`config.mk`:
```
export PLATFORM = sky130hd
export DESIGN_NAME = uart_rx_fifo
export DESIGN_NICKNAME = d
export VERILOG_FILES = /design/src/rtl/uart_rx_fifo_pkg.sv /design/src/rtl/uart_rx_fifo_sync_fifo.sv /design/src/rtl/uart_rx_fifo.sv
export SDC_FILE = /design/constraint.sdc
export NUM_CORES = 1
export LEC_CHECK = 0
export CAP_MARGIN = 40
export CORE_MARGIN = 4
export CORE_UTILIZATION = 40
export DETAILED_ROUTE_END_ITERATION = 10
export DONT_BUFFER_PORTS = 1
export GPL_ROUTABILITY_DRIVEN = 0
export GPL_TIMING_DRIVEN = 0
export PLACE_DENSITY = 0.53
export SLEW_MARGIN = 20
export SYNTH_ARGS = -nofsm -noshare
export SYNTH_HDL_FRONTEND = slang
export SYNTH_SLANG_ARGS = --single-unit
```
`constraint.sdc`:
```
create_clock -name clk -period 3.54 [get_ports clk]
set_clock_uncertainty 0.1 [all_clocks]
set_input_delay 0.885 -clock clk [delete_from_list [all_inputs] [get_ports clk]]
set_output_delay 0.885 -clock clk [all_outputs]
set_load 0.01 [all_outputs]
```
`src/rtl/uart_rx_fifo_pkg.sv`:
```
// Shared definitions for the UART receiver: state encodings, default bit timing and data width.
// The PARITY state exists only when UART_RX_PARITY_EN is defined.
package uart_rx_fifo_pkg;

    localparam int DATA_W           = 8;
    localparam int DEF_CLKS_PER_BIT = 434;

    typedef enum logic [2:0] {
        S_IDLE      = 3'd0,
        S_START     = 3'd1,
        S_DATA      = 3'd2,
        S_STOP      = 3'd3,
        S_WAIT_IDLE = 3'd4
`ifdef UART_RX_PARITY_EN
        ,
        S_PARITY    = 3'd5
`endif
    } state_t;

    // Even parity: data plus parity bit must carry an even number of ones.
    function automatic logic even_parity_ok(input logic [DATA_W-1:0] d, input logic p);
        return ~(^d ^ p);
    endfunction

endpackage

```
`src/rtl/uart_rx_fifo_sync_fifo.sv`:
```
// Generic show-ahead synchronous FIFO with full/empty flags and a registered drop (overrun) pulse.
// Pointers carry one extra wrap bit so full and empty are distinguished by comparison alone.
module sync_fifo #(
    parameter int DATA_W = 8,
    parameter int DEPTH  = 8
) (
    input  logic              clk,
    input  logic              rst_n,
    input  logic              wr_en,
    input  logic [DATA_W-1:0] wr_data,
    input  logic              rd_en,
    output logic [DATA_W-1:0] rd_data,
    output logic              empty,
    output logic              full,
    output logic              overrun
);

    localparam int AW = $clog2(DEPTH);
    localparam int PW = AW + 1;

    logic [PW-1:0]     wr_ptr_q, wr_ptr_d;
    logic [PW-1:0]     rd_ptr_q, rd_ptr_d;
    logic              overrun_q, overrun_d;
    logic [DATA_W-1:0] mem_q [DEPTH];
    logic [DATA_W-1:0] mem_d [DEPTH];
    logic              do_push, do_pop;

    assign empty   = (wr_ptr_q == rd_ptr_q);
    assign full    = (wr_ptr_q[AW] != rd_ptr_q[AW]) && (wr_ptr_q[AW-1:0] == rd_ptr_q[AW-1:0]);
    assign rd_data = empty ? '0 : mem_q[rd_ptr_q[AW-1:0]];
    assign overrun = overrun_q;

    always_comb begin
        do_pop    = rd_en && !empty;
        // A simultaneous pop frees the slot, so a push into a full FIFO still lands.
        do_push   = wr_en && (!full || do_pop);
        overrun_d = wr_en && !do_push;
        rd_ptr_d  = rd_ptr_q;
        wr_ptr_d  = wr_ptr_q;
        mem_d     = mem_q;
        if (do_pop) begin
            rd_ptr_d = rd_ptr_q + PW'(1);
        end
        if (do_push) begin
            mem_d[wr_ptr_q[AW-1:0]] = wr_data;
            wr_ptr_d                = wr_ptr_q + PW'(1);
        end
    end

    always_ff @(posedge clk or negedge rst_n) begin
        if (!rst_n) begin
            wr_ptr_q  <= '0;
            rd_ptr_q  <= '0;
            overrun_q <= 1'b0;
        end else begin
            wr_ptr_q  <= wr_ptr_d;
            rd_ptr_q  <= rd_ptr_d;
            overrun_q <= overrun_d;
        end
    end

    always_ff @(posedge clk) begin
        mem_q <= mem_d;
    end

endmodule

```
`src/rtl/uart_rx_fifo.sv`:
```
// 8N1 UART receiver feeding a show-ahead FIFO read by the Main core.
// Define UART_RX_PARITY_EN to expect an even-parity bit and expose parity_err.
module uart_rx_fifo
    import uart_rx_fifo_pkg::*;
#(
    parameter int CLKS_PER_BIT = DEF_CLKS_PER_BIT,
    parameter int DEPTH        = 8
) (
    input  logic              clk,
    input  logic              rst_n,
    input  logic              rx,
    input  logic              rd_en,
    output logic [DATA_W-1:0] rd_data,
    output logic              empty,
    output logic              full,
    output logic              frame_err,
    output logic              overrun
`ifdef UART_RX_PARITY_EN
    ,
    output logic              parity_err
`endif
);

    localparam int TW = $clog2(CLKS_PER_BIT);

    logic              sync1_q, rx_s_q;
    state_t            state_q, state_d;
    logic [TW-1:0]     timer_q, timer_d;
    logic [2:0]        bit_cnt_q, bit_cnt_d;
    logic [DATA_W-1:0] shift_q, shift_d;
    logic              frame_err_q, frame_err_d;
    logic              push;
    logic              bit_done;
`ifdef UART_RX_PARITY_EN
    logic              par_q, par_d;
    logic              parity_err_q, parity_err_d;
    assign parity_err = parity_err_q;
`endif

    assign frame_err = frame_err_q;
    assign bit_done  = (timer_q == TW'(CLKS_PER_BIT - 1));

    always_comb begin
        state_d     = state_q;
        timer_d     = timer_q;
        bit_cnt_d   = bit_cnt_q;
        shift_d     = shift_q;
        frame_err_d = 1'b0;
        push        = 1'b0;
`ifdef UART_RX_PARITY_EN
        par_d        = par_q;
        parity_err_d = 1'b0;
`endif
        case (state_q)
            S_IDLE: begin
                timer_d   = '0;
                bit_cnt_d = '0;
                if (!rx_s_q) state_d = S_START;
            end
            S_START: begin
                // Half a bit in: restarting the timer here aligns later samples to mid-bit.
                if (timer_q == TW'(CLKS_PER_BIT / 2 - 1)) begin
                    timer_d = '0;
                    state_d = rx_s_q ? S_IDLE : S_DATA;
                end else begin
                    timer_d = timer_q + TW'(1);
                end
            end
            S_DATA: begin
                if (bit_done) begin
                    timer_d   = '0;
                    shift_d   = {rx_s_q, shift_q[DATA_W-1:1]};
                    bit_cnt_d = bit_cnt_q + 3'd1;
`ifdef UART_RX_PARITY_EN
                    if (bit_cnt_q == 3'd7) state_d = S_PARITY;
`else
                    if (bit_cnt_q == 3'd7) state_d = S_STOP;
`endif
                end else begin
                    timer_d = timer_q + TW'(1);
                end
            end
`ifdef UART_RX_PARITY_EN
            S_PARITY: begin
                if (bit_done) begin
                    timer_d = '0;
                    par_d   = rx_s_q;
                    state_d = S_STOP;
                end else begin
                    timer_d = timer_q + TW'(1);
                end
            end
`endif
            S_STOP: begin
                if (bit_done) begin
                    timer_d = '0;
                    if (!rx_s_q) begin
                        frame_err_d = 1'b1;
                        state_d     = S_WAIT_IDLE;
                    end else begin
                        state_d = S_IDLE;
`ifdef UART_RX_PARITY_EN
                        if (even_parity_ok(shift_q, par_q)) push = 1'b1;
                        else                                parity_err_d = 1'b1;
`else
                        push = 1'b1;
`endif
                    end
                end else begin
                    timer_d = timer_q + TW'(1);
                end
            end
            S_WAIT_IDLE: begin
                if (rx_s_q) state_d = S_IDLE;
            end
            default: state_d = S_IDLE;
        endcase
    end

    always_ff @(posedge clk or negedge rst_n) begin
        if (!rst_n) begin
            sync1_q     <= 1'b1;
            rx_s_q      <= 1'b1;
            state_q     <= S_IDLE;
            timer_q     <= '0;
            bit_cnt_q   <= '0;
            shift_q     <= '0;
            frame_err_q <= 1'b0;
`ifdef UART_RX_PARITY_EN
            par_q        <= 1'b0;
            parity_err_q <= 1'b0;
`endif
        end else begin
            sync1_q     <= rx;
            rx_s_q      <= sync1_q;
            state_q     <= state_d;
            timer_q     <= timer_d;
            bit_cnt_q   <= bit_cnt_d;
            shift_q     <= shift_d;
            frame_err_q <= frame_err_d;
`ifdef UART_RX_PARITY_EN
            par_q        <= par_d;
            parity_err_q <= parity_err_d;
`endif
        end
    end

    sync_fifo #(
        .DATA_W (DATA_W),
        .DEPTH  (DEPTH)
    ) u_fifo (
        .clk     (clk),
        .rst_n   (rst_n),
        .wr_en   (push),
        .wr_data (shift_q),
        .rd_en   (rd_en),
        .rd_data (rd_data),
        .empty   (empty),
        .full    (full),
        .overrun (overrun)
    );

endmodule
```
==> After elaboration in Yosys (flattened, before gate mapping) <==
Cells that the tools add are included.
{ "op_classes": {"n_addsub": 4, "n_mux": 27, "n_eq_ne": 16, "n_reduce_logical": 16, "magnitude_cmp": 3, "bitwise_logic": 2} }
{ "op_table": {"columns": ["op", "count"], "rows": [
  ["64-bit bitwise mux", 1],
  ["8-bit 2-to-1 mux", 4],
  ["9-bit case mux with 3 select lines", 1],
  ["8-bit binary-select mux with 3-bit select", 1],
  ["8-bit demux with 3-bit select", 1],
  ["3-bit 2-to-1 mux", 8],
  ["9-bit 2-to-1 mux", 2],
  ["3-bit case mux with 5 select lines", 1],
  ["2-bit != test, second input constant", 6],
  ["9-bit by 1-bit adder with 9-bit output, second input constant", 1],
  ["9-bit by 8-bit equality test with 1-bit output, second input constant", 1],
  ["9-bit equality test, second input constant", 1],
  ["4-bit by 1-bit adder with 4-bit output, second input constant", 2],
  ["4-bit greater-or-equal comparator, second input constant", 2],
  ["3-bit inverter with 4-bit output", 2],
  ["3-bit by 2-bit equality test with 1-bit output, second input constant", 2],
  ["3-bit equality test, second input constant", 2],
  ["1-bit 2-to-1 mux", 6],
  ["3-bit case mux with 2 select lines", 1],
  ["6-bit AND reduction", 1],
  ["1-bit logical AND", 5],
  ["4-bit equality test", 1],
  ["4-bit by 1-bit < comparator with 1-bit output, second input constant", 1],
  ["2-bit AND reduction", 2],
  ["11 further kinds", 13]
]} }
{ "totals": {"out_inout_bits": 12, "register_bits": 99, "wordCells": 86, "in_bits": 4} }

==> Logic depth before layout (Yosys ltp) <==
Gate-level depths: netlist of run 1.
{ "logic_depth": {"depth_word": 7, "depth_mapped": 7} }

==> Modules after synthesis <==
From an unflattened synthesis of run 1, not the netlist that was laid out.
{ "unflattened": {"cells_unflattened": 285, "hier_area_um2": 4330.4} }
{ "by_module_without_submodules": {"columns": ["module", "area_per_inst_um2", "seq_area_each_um2", "cells_per_inst", "n_inst"], "rows": [
  ["sync_fifo", 3031.7, 2147.1, 159, 1],
  ["uart_rx_fifo", 1298.7, 653.1, 126, 1]
]} }

==> Worst setup path before layout of run 1 <==
No wires, ideal clock.
{ "synth_timing": {"kind": "flip-flop to flip-flop", "from": "register timer_q[1]", "to": "register u_fifo.mem_q[40] in the netlist's numbering (enable)", "path_stages_with_launch": 7, "t_required_ns": 3.042, "slack_ns": 0.775, "path_buffers": 0, "t_arrival_ns": 2.267, "setup_time_ns": 0.398, "cell_sequence": "dfrtp_1 -> inv_1 -> ha_1 -> nand4bb_1 -> nor3_1 -> o21ai_1 -> nor4b_1"} }
{ "synth_via": {"elab_chain_cells": 4} }
{ "synth_lines": {"columns": ["element", "line_no", "source"], "rows": [
  ["start, declared", "uart_rx_fifo.sv:28", "logic [TW-1:0] timer_q, timer_d;"],
  ["start signal, assigned", "uart_rx_fifo.sv:137", "timer_q <= timer_d;"],
  ["9-bit equality test", "uart_rx_fifo.sv:41", "assign bit_done = (timer_q == TW'(CLKS_PER_BIT - 1));"],
  ["1-bit 2-to-1 mux", "uart_rx_fifo.sv:95", "if (bit_done) begin"],
  ["1-bit 2-to-1 mux", "uart_rx_fifo.sv:54", "case (state_q)"],
  ["1-bit logical AND", "uart_rx_fifo_sync_fifo.sv:36", "do_push = wr_en && (!full || do_pop);"],
  ["end signal, assigned", "uart_rx_fifo_sync_fifo.sv:63", "mem_q <= mem_d;"],
  ["end, declared", "uart_rx_fifo_sync_fifo.sv:24", "logic [DATA_W-1:0] mem_q [DEPTH];"]
]} }
Every way passes these cells.
A chain may end at the register's enable or synchronous reset.

==> Final worst setup path of run 1 <==
{ "layout_timing": {"from": "register u_fifo.rd_ptr_q[0]", "to": "output rd_data[1]"} }
{ "layout_via": {"elab_chain_cells": 5} }
{ "layout_lines": {"columns": ["element", "line_no", "source"], "rows": [
  ["start, declared", "uart_rx_fifo_sync_fifo.sv:22", "logic [PW-1:0] rd_ptr_q, rd_ptr_d;"],
  ["start signal, assigned", "uart_rx_fifo_sync_fifo.sv:57", "rd_ptr_q <= rd_ptr_d;"],
  ["3-bit inverter with 4-bit output (not written as such)", "uart_rx_fifo_sync_fifo.sv:30", "assign rd_data = empty ? '0 : mem_q[rd_ptr_q[AW-1:0]];"],
  ["8-bit binary-select mux with 3-bit select", "uart_rx_fifo_sync_fifo.sv:30", null],
  ["8-bit 2-to-1 mux (not written as such) (2 in a row)", "uart_rx_fifo_sync_fifo.sv:30", null],
  ["8-bit 2-to-1 mux *", "uart_rx_fifo_sync_fifo.sv:30", null],
  ["end, declared", "uart_rx_fifo.sv:13", "output logic [DATA_W-1:0] rd_data,"]
]} }
Every way passes the cells marked *; elsewhere a longest branch is shown, timed or not. The select of a mux whose other input is x is not followed.

==> key figures, run 1 <==
Run status
  • Status: finished, final reports clean

Setup path
  • FF-to-FF path depth: 6
  • Worst reg2reg startpoint: timer_q[1]
  • Cell breakdown of the critical path: buf_2, buf_2, mux4_2, mux2i_1, nor2_1
  • Crit path max fanout: 10
  • Worst path max stage delay: ~560 ps
  • R2r endpoint: u_fifo.mem_q[26]
  • Data arrival time of the critical path: around 2300 ps
  • Slowest library cell on the worst path: mux4_2
  • CP most frequent cell: buf_2
  • Reg2reg setup slack: between 600 and 700 ps
  • CP Class: flop to primary output
  • Required time worst endpoint: between 2000 and 3000 ps
  • CP Launch Type: flop
  • Nature of the critical path endpoint: primary output

Layout
  • Share of cells above drive strength 1: between 20% and 30%
  • Synthesis-to-layout area growth: 9.544%
  • Fin area: between 0.004 and 0.005 mm²
  • Antenna cells: 0
  • # nets final: about 300
  • Final Non-Filler Cells: roughly 430

Global route
  • Vias in the first global route: around 2,300
  • Initial antenna violation count: 0
  • Total congestion overflow: 0
  • GRT Overall Usage: 12.49%
  • Global-route wire length before repair: 12,100 µm
  • Pin count of the biggest net entering global routing: 36

Routing
  • Routed vias: approximately 2,200
  • Metal-1 WL: approximately 3400 µm
  • Drt pass-1 iters: 4
  • WL met2: approximately 3400 µm
  • DR DRC count: 0
  • Post-DR vias/cell: roughly 5.2
  • Post-route ant nets: 0
  • Uppermost layer routed: met4
  • Met3 Wirelength: 262 µm
  • Total wire length: roughly 7000 µm
  • 1st-iter DRT viols: about 110
  • Routed WL per cell: about 17 µm

Floorplanning
  • Die X: approximately 110 µm
  • Site Rows: 37
  • Ports: 16
  • Initial Utilization: slightly above 40%
  • Core area: 0.01032 mm²
  • Die area: 0.01226 mm²
  • Die height: approximately 110 µm

Placement
  • Place WS: around 470 ps
  • Placed Instances: 409
  • Area after DPL: ~0.0044 mm²
  • Final HPWL DP: slightly above 5000 µm
  • IO buf count: 0

STA
  • Final Max Tran Viols: 0
  • Setup ws final: around 270 ps
  • RSZ-0062 raised after global routing: false
  • Crit path time final: 3273 ps
  • Relative slew slack: around half
  • Final setup viols: 0
  • Tcrit/Tclk final: between 90% and 100%
  • Fin. Hold Viols: 0
  • Fmax: between 300 and 400 MHz
  • Worst Tran Pin Value: roughly 770 ps

Clock tree
  • Hold-fix buffers at CTS: 0
  • Worst skew pair latency: approximately 360 ps
  • Maximum clock path buffer count: 2
  • Clock sinks: 99
  • Num CTS Buffers: 9
  • Clk slew on worst S/H paths: ~90 ps
  • Clock Tree Root: clkbuf_8
  • CTS tree: done
  • H-tree levels: 3
  • Post_cts resized: 0
  • Post CTS Setup Buffer Count: 0

Yosys
  • Avg Inst Size Synth: between 15 and 20 µm²
  • Cell area after synthesis: 0.004222 mm²
  • Post-Synthesis Net Count: 280
  • Seq cells post-synth: just under 100
  • Distinct cells, synth: 43
  • Yosys warnings: 0
  • Asr flop ratio synth: 35.35%
  • Seq/Total Area, Yosys: 66.33%
  • Synth Instances: between 200 and 300
  • Ys flop type: edfxtp_1
  • Number of flops mapped to enable cells by yosys: between 60 and 70

Flow run
  • Max Cap Viol: 0

Power
  • P per Cell Area: a little under 500 mW/mm²
  • Leak: 1.819 nW
  • Max VDD drop: between 0.2 and 0.3 mV

Hold path
  • Worst hold path class: primary input to asynchronous set/reset pin
## cells in the mapped netlist (all sizes together), types with 4 or more instances
cell	count	area, µm²
ha	7	87.58
xnor2	10	87.58
a21oi	7	35.03
o21ai	7	35.03
edfxtp	64	1922
nor3	11	55.05
mux4	16	360.4
nand2	13	48.80
clkbuf	11	42.54
o211ai	6	45.04
nand3	4	20.02
mux2	10	112.6
dfrtp	33	825.8
mux2i	10	100.1
nor2	13	48.80
inv	6	22.52
## worst max-delay path by stage
stage                            start                to  slack [ps]  depth (start not counted)
floorplan                   timer_q[1]  u_fifo.mem_q[40]         770                          6
global placement            timer_q[1]  u_fifo.mem_q[40]         -10                          6
detailed placement  u_fifo.rd_ptr_q[1]        rd_data[1]         470                          5
CTS                 u_fifo.rd_ptr_q[1]        rd_data[1]          60                          5
global route        u_fifo.rd_ptr_q[0]        rd_data[1]          60                          5
finish              u_fifo.rd_ptr_q[0]        rd_data[1]         270                          5
## power breakdown
group	internal, mW	total [mW]	switching, mW
clock	0.294	0.668	0.375
combinational	0.150	0.337	0.187
sequential	1.25	1.26	0.0171
total	1.69	2.27	0.578
## state kept, by name (all words and copies together), names as in the netlist
register and count:
u_fifo.mem_q 64, timer_q 9, shift_q 8, u_fifo.rd_ptr_q 4, u_fifo.wr_ptr_q 4, bit_cnt_q 3, state_q 3, frame_err 1
rx_s_q 1, sync1_q 1, u_fifo.overrun 1
## worst max-delay path, delay by kind of cell (launching register included)
kind,cells,cell delay (ps)
flip-flops,1,360
AND/OR/NAND/NOR,1,110
multiplexers,2,750
buffers and inverters,2,720
## cells by family (layout without fill, tap and decap cells)
group	count (synthesis)	in the layout	share of synthesized area [%]
flip-flops	99	99	66.33
AND/OR/NAND/NOR	64	64	8.447
multiplexers	36	36	13.57
AO/OA/AOI/OAI	30	30	5.009
buffers and inverters	20	40	1.867
XOR/XNOR	13	13	2.697
adder cells (fa/ha/maj)	7	7	2.075
## stage by stage
stage | TNS, ps | power [mW] | hold WS [ps] | util [%]
after floorplan | 0 | 1.563 | 245.2 | -
after global placement | -86.44 | 1.636 | 246.7 | 42.54
after detailed placement | 0 | 1.635 | 247.9 | 43.03
after CTS | 0 | 2.305 | 86.35 | 44.78
after global routing | 0 | 2.385 | 73.91 | 44.79
final | 0 | 2.268 | 107.6 | 44.79
## layout make-up
| type | count | area [µm²] |
|---|---|---|
| plain buffers | 13 | 53.80 |
| clock buffers | 12 | 155.1 |
| repair buffers | 4 | 22.52 |
| multi-input cells | 150 | 1370 |
| fillers | 932 | 5699 |
| clock inverters | 4 | 26.28 |
| flip-flops and latches | 99 | 2800 |
| well taps | 136 | 170.2 |
| inverters | 7 | 26.28 |
## layout by cell type (no fill, tap or decap), types with 5 or more instances in the layout
cell      synthesis  routed
nor2_1           13      13
clkbuf_1         10      10
edfxtp_1         64      64
mux2i_1          10      10
inv_1             6       6
ha_1              7       7
clkbuf_8          0      11
dfrtp_1          33      33
buf_2             2       5
mux2_2           10      10
xnor2_1          10      10
mux4_2           16      16
a21oi_1           7       7
nand2_1          13      13
o21ai_0           6       6
nor3_1           11       9
o211ai_1          6       6
## metal layers
layer  track usage (%)  vias to the layer above
li1                  -                     1064
met1             16.41                     1089
met2             19.50                       38
met3             3.930                       10
met4             4.680                        0
met5                 0                        -
No activity file was read; power rests on OpenSTA's default activity.
==> run 2: changes to the inputs <==
--- a/config.mk
+++ b/config.mk
@@ -16,4 +16,5 @@
 export SLEW_MARGIN = 20
 export SYNTH_ARGS = -nofsm -noshare
 export SYNTH_HDL_FRONTEND = slang
+export SYNTH_HIERARCHICAL = 1
 export SYNTH_SLANG_ARGS = --single-unit
==> key figures, run 2 <==
Run status
  • Status: finished, final reports clean (unchanged)

Setup path
  • CP Class: flop to flop (was flop to primary output)
  • CP most frequent cell: nor2_1 (was buf_2)
  • Data arrival time of the critical path: 3120 ps (was 2290 ps)
  • Required time worst endpoint: 3520 ps (was 2550 ps)
  • Worst path max stage delay: 540 ps (was 560 ps)
  • Slowest library cell on the worst path: nor4b_2 (was mux4_2)
  • Nature of the critical path endpoint: flop (was primary output)
  • CP Launch Type: flop (unchanged)
  • Cell breakdown of the critical path: inv_1, ha_1, nand4b_1, nor2_1, nand3_1, nor2_1, o21ai_2, nor4b_2, buf_2 (was buf_2, buf_2, mux4_2, mux2i_1, nor2_1)
  • R2r endpoint: u_fifo/mem_q[51] (was u_fifo.mem_q[26])
  • Worst reg2reg startpoint: timer_q[1] (unchanged)
  • Crit path max fanout: 8 (was 10)
  • Reg2reg setup slack: 400 ps (was 690 ps)
  • FF-to-FF path depth: 9 (was 6)

Layout
  • Antenna cells: 0 (unchanged)
  • Area of the multi-input gates: 0.001468 mm² (was 0.001370 mm²)
  • Final Non-Filler Cells: 443 (was 425)
  • Fillcell total: 950 (was 932)
  • Biggest regs: u_fifo/mem_q: 64 flops, timer_q: 9 flops, shift_q: 8 flops (was u_fifo.mem_q: 64 flops, timer_q: 9 flops, shift_q: 8 flops)
  • Top reg by flops: u_fifo/mem_q (was u_fifo.mem_q)
  • Commonest non-fill, non-tap cell in the layout: edfxtp_1 (unchanged)
  • FF+latch area: 0.002800 mm² (unchanged)
  • Max FFs per register: 64 (unchanged)
  • Fin area: 0.004763 mm² (was 0.004624 mm²)
  • # nets final: 313 (was 295)
  • Share of cells above drive strength 1: 25.41% (was 20.42%)
  • Synthesis-to-layout area growth: 9.997% (was 9.544%)
  • Most frequent cells in the layout: edfxtp_1 (64), dfrtp_1 (33), nor2_1 (21) (was edfxtp_1 (64), dfrtp_1 (33), mux4_2 (16))

STA
  • RSZ-0062 raised after global routing: false (unchanged)
  • Setup TNS: 0 ps (unchanged)
  • Fin. Hold Viols: 0 (unchanged)
  • Crit path time final: 3140 ps (was 3273 ps)
  • Final Max Tran Viols: 0 (unchanged)
  • Relative slew slack: 51.09% (was 48.98%)
  • Worst Tran Pin Value: 729.7 ps (was 765.3 ps)
  • Tcrit/Tclk final: 88.71% (was 92.45%)
  • Fmax: 318.5 MHz (was 305.6 MHz)
  • Final setup viols: 0 (unchanged)

Power
  • P per Cell Area: 505.0 mW/mm² (was 490.4 mW/mm²)
  • Max VDD drop: 0.2013 mV (was 0.2532 mV)
  • Leak: 1.895 nW (was 1.819 nW)

Yosys
  • Most frequent cells after synthesis: edfxtp_1 (64), dfrtp_1 (33), nor2_1 (21) (was edfxtp_1 (64), dfrtp_1 (33), mux4_2 (16))
  • Ys flop type: edfxtp_1 (unchanged)
  • Yosys warnings: 6 (was 0)
  • Seq/Total Area, Yosys: 64.66% (was 66.33%)
  • Compound-Gate Fraction of Synth Area: 5.114% (was 5.009%)
  • Seq cells post-synth: 99 (unchanged)
  • Mux share of post-synthesis cell area: 13.93% (was 13.57%)
  • Distinct cells, synth: 50 (was 43)
  • Adder and majority cell fraction of the synthesized area: 2.023% (was 2.075%)
  • Xor/xnor share of the synthesized area: 2.225% (was 2.697%)
  • Synth area leaders: edfxtp_1 (44%), dfrtp_1 (19%), mux4_2 (8.3%) (was edfxtp_1 (46%), dfrtp_1 (20%), mux4_2 (8.5%))
  • Number of flops mapped to enable cells by yosys: 64 (unchanged)
  • Top-area cell type share of the netlist area: 44.38% (was 45.52%)
  • Simple-gate share of the synthesized area: 9.679% (was 8.447%)
  • Asr flop ratio synth: 35.35% (unchanged)
  • Largest area contributor in the netlist: edfxtp_1 (unchanged)
  • Cell area after synthesis: 0.004330 mm² (was 0.004222 mm²)
  • Most common cell in the netlist: edfxtp_1 (unchanged)
  • Largest family of logic cells by synthesized area: multiplexers (unchanged)
  • Post-Synthesis Net Count: 296 (was 280)
  • Avg Inst Size Synth: 15.19 µm² (was 15.69 µm²)
  • Synth Instances: 285 (was 269)

Global route
  • Global-route wire length before repair: 13,140 µm (was 12,100 µm)
  • Vias in the first global route: 2,463 (was 2,268)
  • Total congestion overflow: 0 (unchanged)
  • Pin count of the biggest net entering global routing: 36 (unchanged)
  • GRT Overall Usage: 13.49% (was 12.49%)
  • Initial antenna violation count: 0 (unchanged)

Clock tree
  • Clock Tree Root: clkbuf_8 (unchanged)
  • Post CTS Setup Buffer Count: 0 (unchanged)
  • Maximum clock path buffer count: 2 (unchanged)
  • Post_cts resized: 0 (unchanged)
  • Num CTS Buffers: 9 (unchanged)
  • Hold-fix buffers at CTS: 0 (unchanged)
  • Clk slew on worst S/H paths: 100 ps (was 90 ps)
  • CTS tree: done (unchanged)
  • Clock sinks: 99 (unchanged)
  • H-tree levels: 3 (unchanged)
  • Worst skew pair latency: 370 ps (was 360 ps)

Floorplanning
  • Die area: 0.01256 mm² (was 0.01226 mm²)
  • Die height: 112.1 µm (was 110.7 µm)
  • Core area: 0.01042 mm² (was 0.01032 mm²)
  • Die X: 112.1 µm (was 110.7 µm)
  • Initial Utilization: 41.57% (was 40.89%)
  • Site Rows: 37 (unchanged)
  • Ports: 16 (unchanged)

Flow run
  • Max Cap Viol: 0 (unchanged)

Routing
  • Drt pass-1 iters: 4 (unchanged)
  • Total wire length: 7953 µm (was 7152 µm)
  • Post-DR vias/cell: 5.325 (was 5.179)
  • Routed WL per cell: 17.95 µm (was 16.83 µm)
  • Routed vias: 2,359 (was 2,201)
  • 1st-iter DRT viols: 141 (was 108)
  • DR DRC count: 0 (unchanged)
  • Post-route ant nets: 0 (unchanged)

Placement
  • Area after DPL: 0.004576 mm² (was 0.004442 mm²)
  • IO buf count: 0 (unchanged)
  • Final HPWL DP: 5587 µm (was 5034 µm)
  • Placed Instances: 427 (was 409)

Hold path
  • Worst hold path class: primary input to asynchronous set/reset pin (unchanged)
[run 2: changes by cell type in the layout (fill, tap and decap cells not counted), moves of 3 or more]
| cell | previous run | this run |
|---|---|---|
| buf_4 | 1 | 6 |
| buf_2 | 5 | 8 |
| clkbuf_1 | 10 | 4 |
| xnor2_1 | 10 | 6 |
| o211ai_1 | 6 | 2 |
| inv_8 | 0 | 3 |
| nor2_1 | 13 | 21 |
| nand4_1 | 1 | 4 |
[run 2: how the worst max path moves through the flow]
stage,start,end,slack [ps],cells past startpoint
detailed placement,timer_q[1],u_fifo/mem_q[51],410,9
global route,timer_q[1],u_fifo/mem_q[54],220,9
floorplan,timer_q[1],u_fifo/mem_q[48],590,8
finish,timer_q[1],u_fifo/mem_q[51],400,9
CTS,timer_q[1],u_fifo/mem_q[51],360,9
global placement,timer_q[1],u_fifo/mem_q[49],-600,8
[run 2: cells by family after synthesis]
family,after synthesis
simple gates,78
flops,99
mux,38
fa+ha+maj,7
compound gates,32
buf+inv,20
xor+xnor,11
[run 2: metal layers]
| layer | vias to the layer above | global-route usage (%) | share of wire (%) | wire (µm) |
|---|---|---|---|---|
| li1 | 1131 | - | - | - |
| met1 | 1190 | 17.69 | 46 | 3629 |
| met2 | 29 | 22.14 | 50 | 3967 |
| met3 | 9 | 3.827 | 3.2 | 256 |
| met4 | 0 | 3.766 | 1.2 | 99 |
| met5 | - | 0 | 0 | 0 |
[run 2: through the flow]
stage	setup slack (ps)	hold WS, ps	util (%)	total power [mW]
2_1_floorplan	588.3	245.2	-	1.663
3_5_place_dp	405.7	247.2	43.93	1.755
4_1_cts	363.6	75.19	45.73	2.449
6_report	399.8	96.21	45.73	2.406
5_1_grt	216.7	61.69	45.73	2.533
3_3_place_gp	-599.1	247.3	43.21	1.758
[run 2: critical path, delay by kind of cell (launching register included)]
family	cells	cell delay, ps
buf+inv	2	390
simple gates	5	1530
compound gates	1	240
fa+ha+maj	1	150
flops	1	430
[run 2: final cells by class]
class	instances	share of cell area, %
Buffer	13	1.602
Inverter	7	0.5516
Clock inverter	7	1.340
Multi-Input combinational cell	166	30.81
Clock buffer	9	2.600
Tap cell	136	3.572
Sequential cell	99	58.79
Timing Repair Buffer	6	0.7355
[run 2: where the power goes]
part           internal (mW)  switching [mW]
combinational          0.205           0.237
sequential              1.25          0.0283
clock                  0.274           0.417
total                   1.72           0.682
==> run 3: changes to the inputs <==
--- a/config.mk
+++ b/config.mk
@@ -16,5 +16,4 @@
 export SLEW_MARGIN = 20
 export SYNTH_ARGS = -nofsm -noshare
 export SYNTH_HDL_FRONTEND = slang
-export SYNTH_HIERARCHICAL = 1
 export SYNTH_SLANG_ARGS = --single-unit
==> results of run 3 <==
Same layout as run 1: the final DEF is identical, and so are final timing and power.
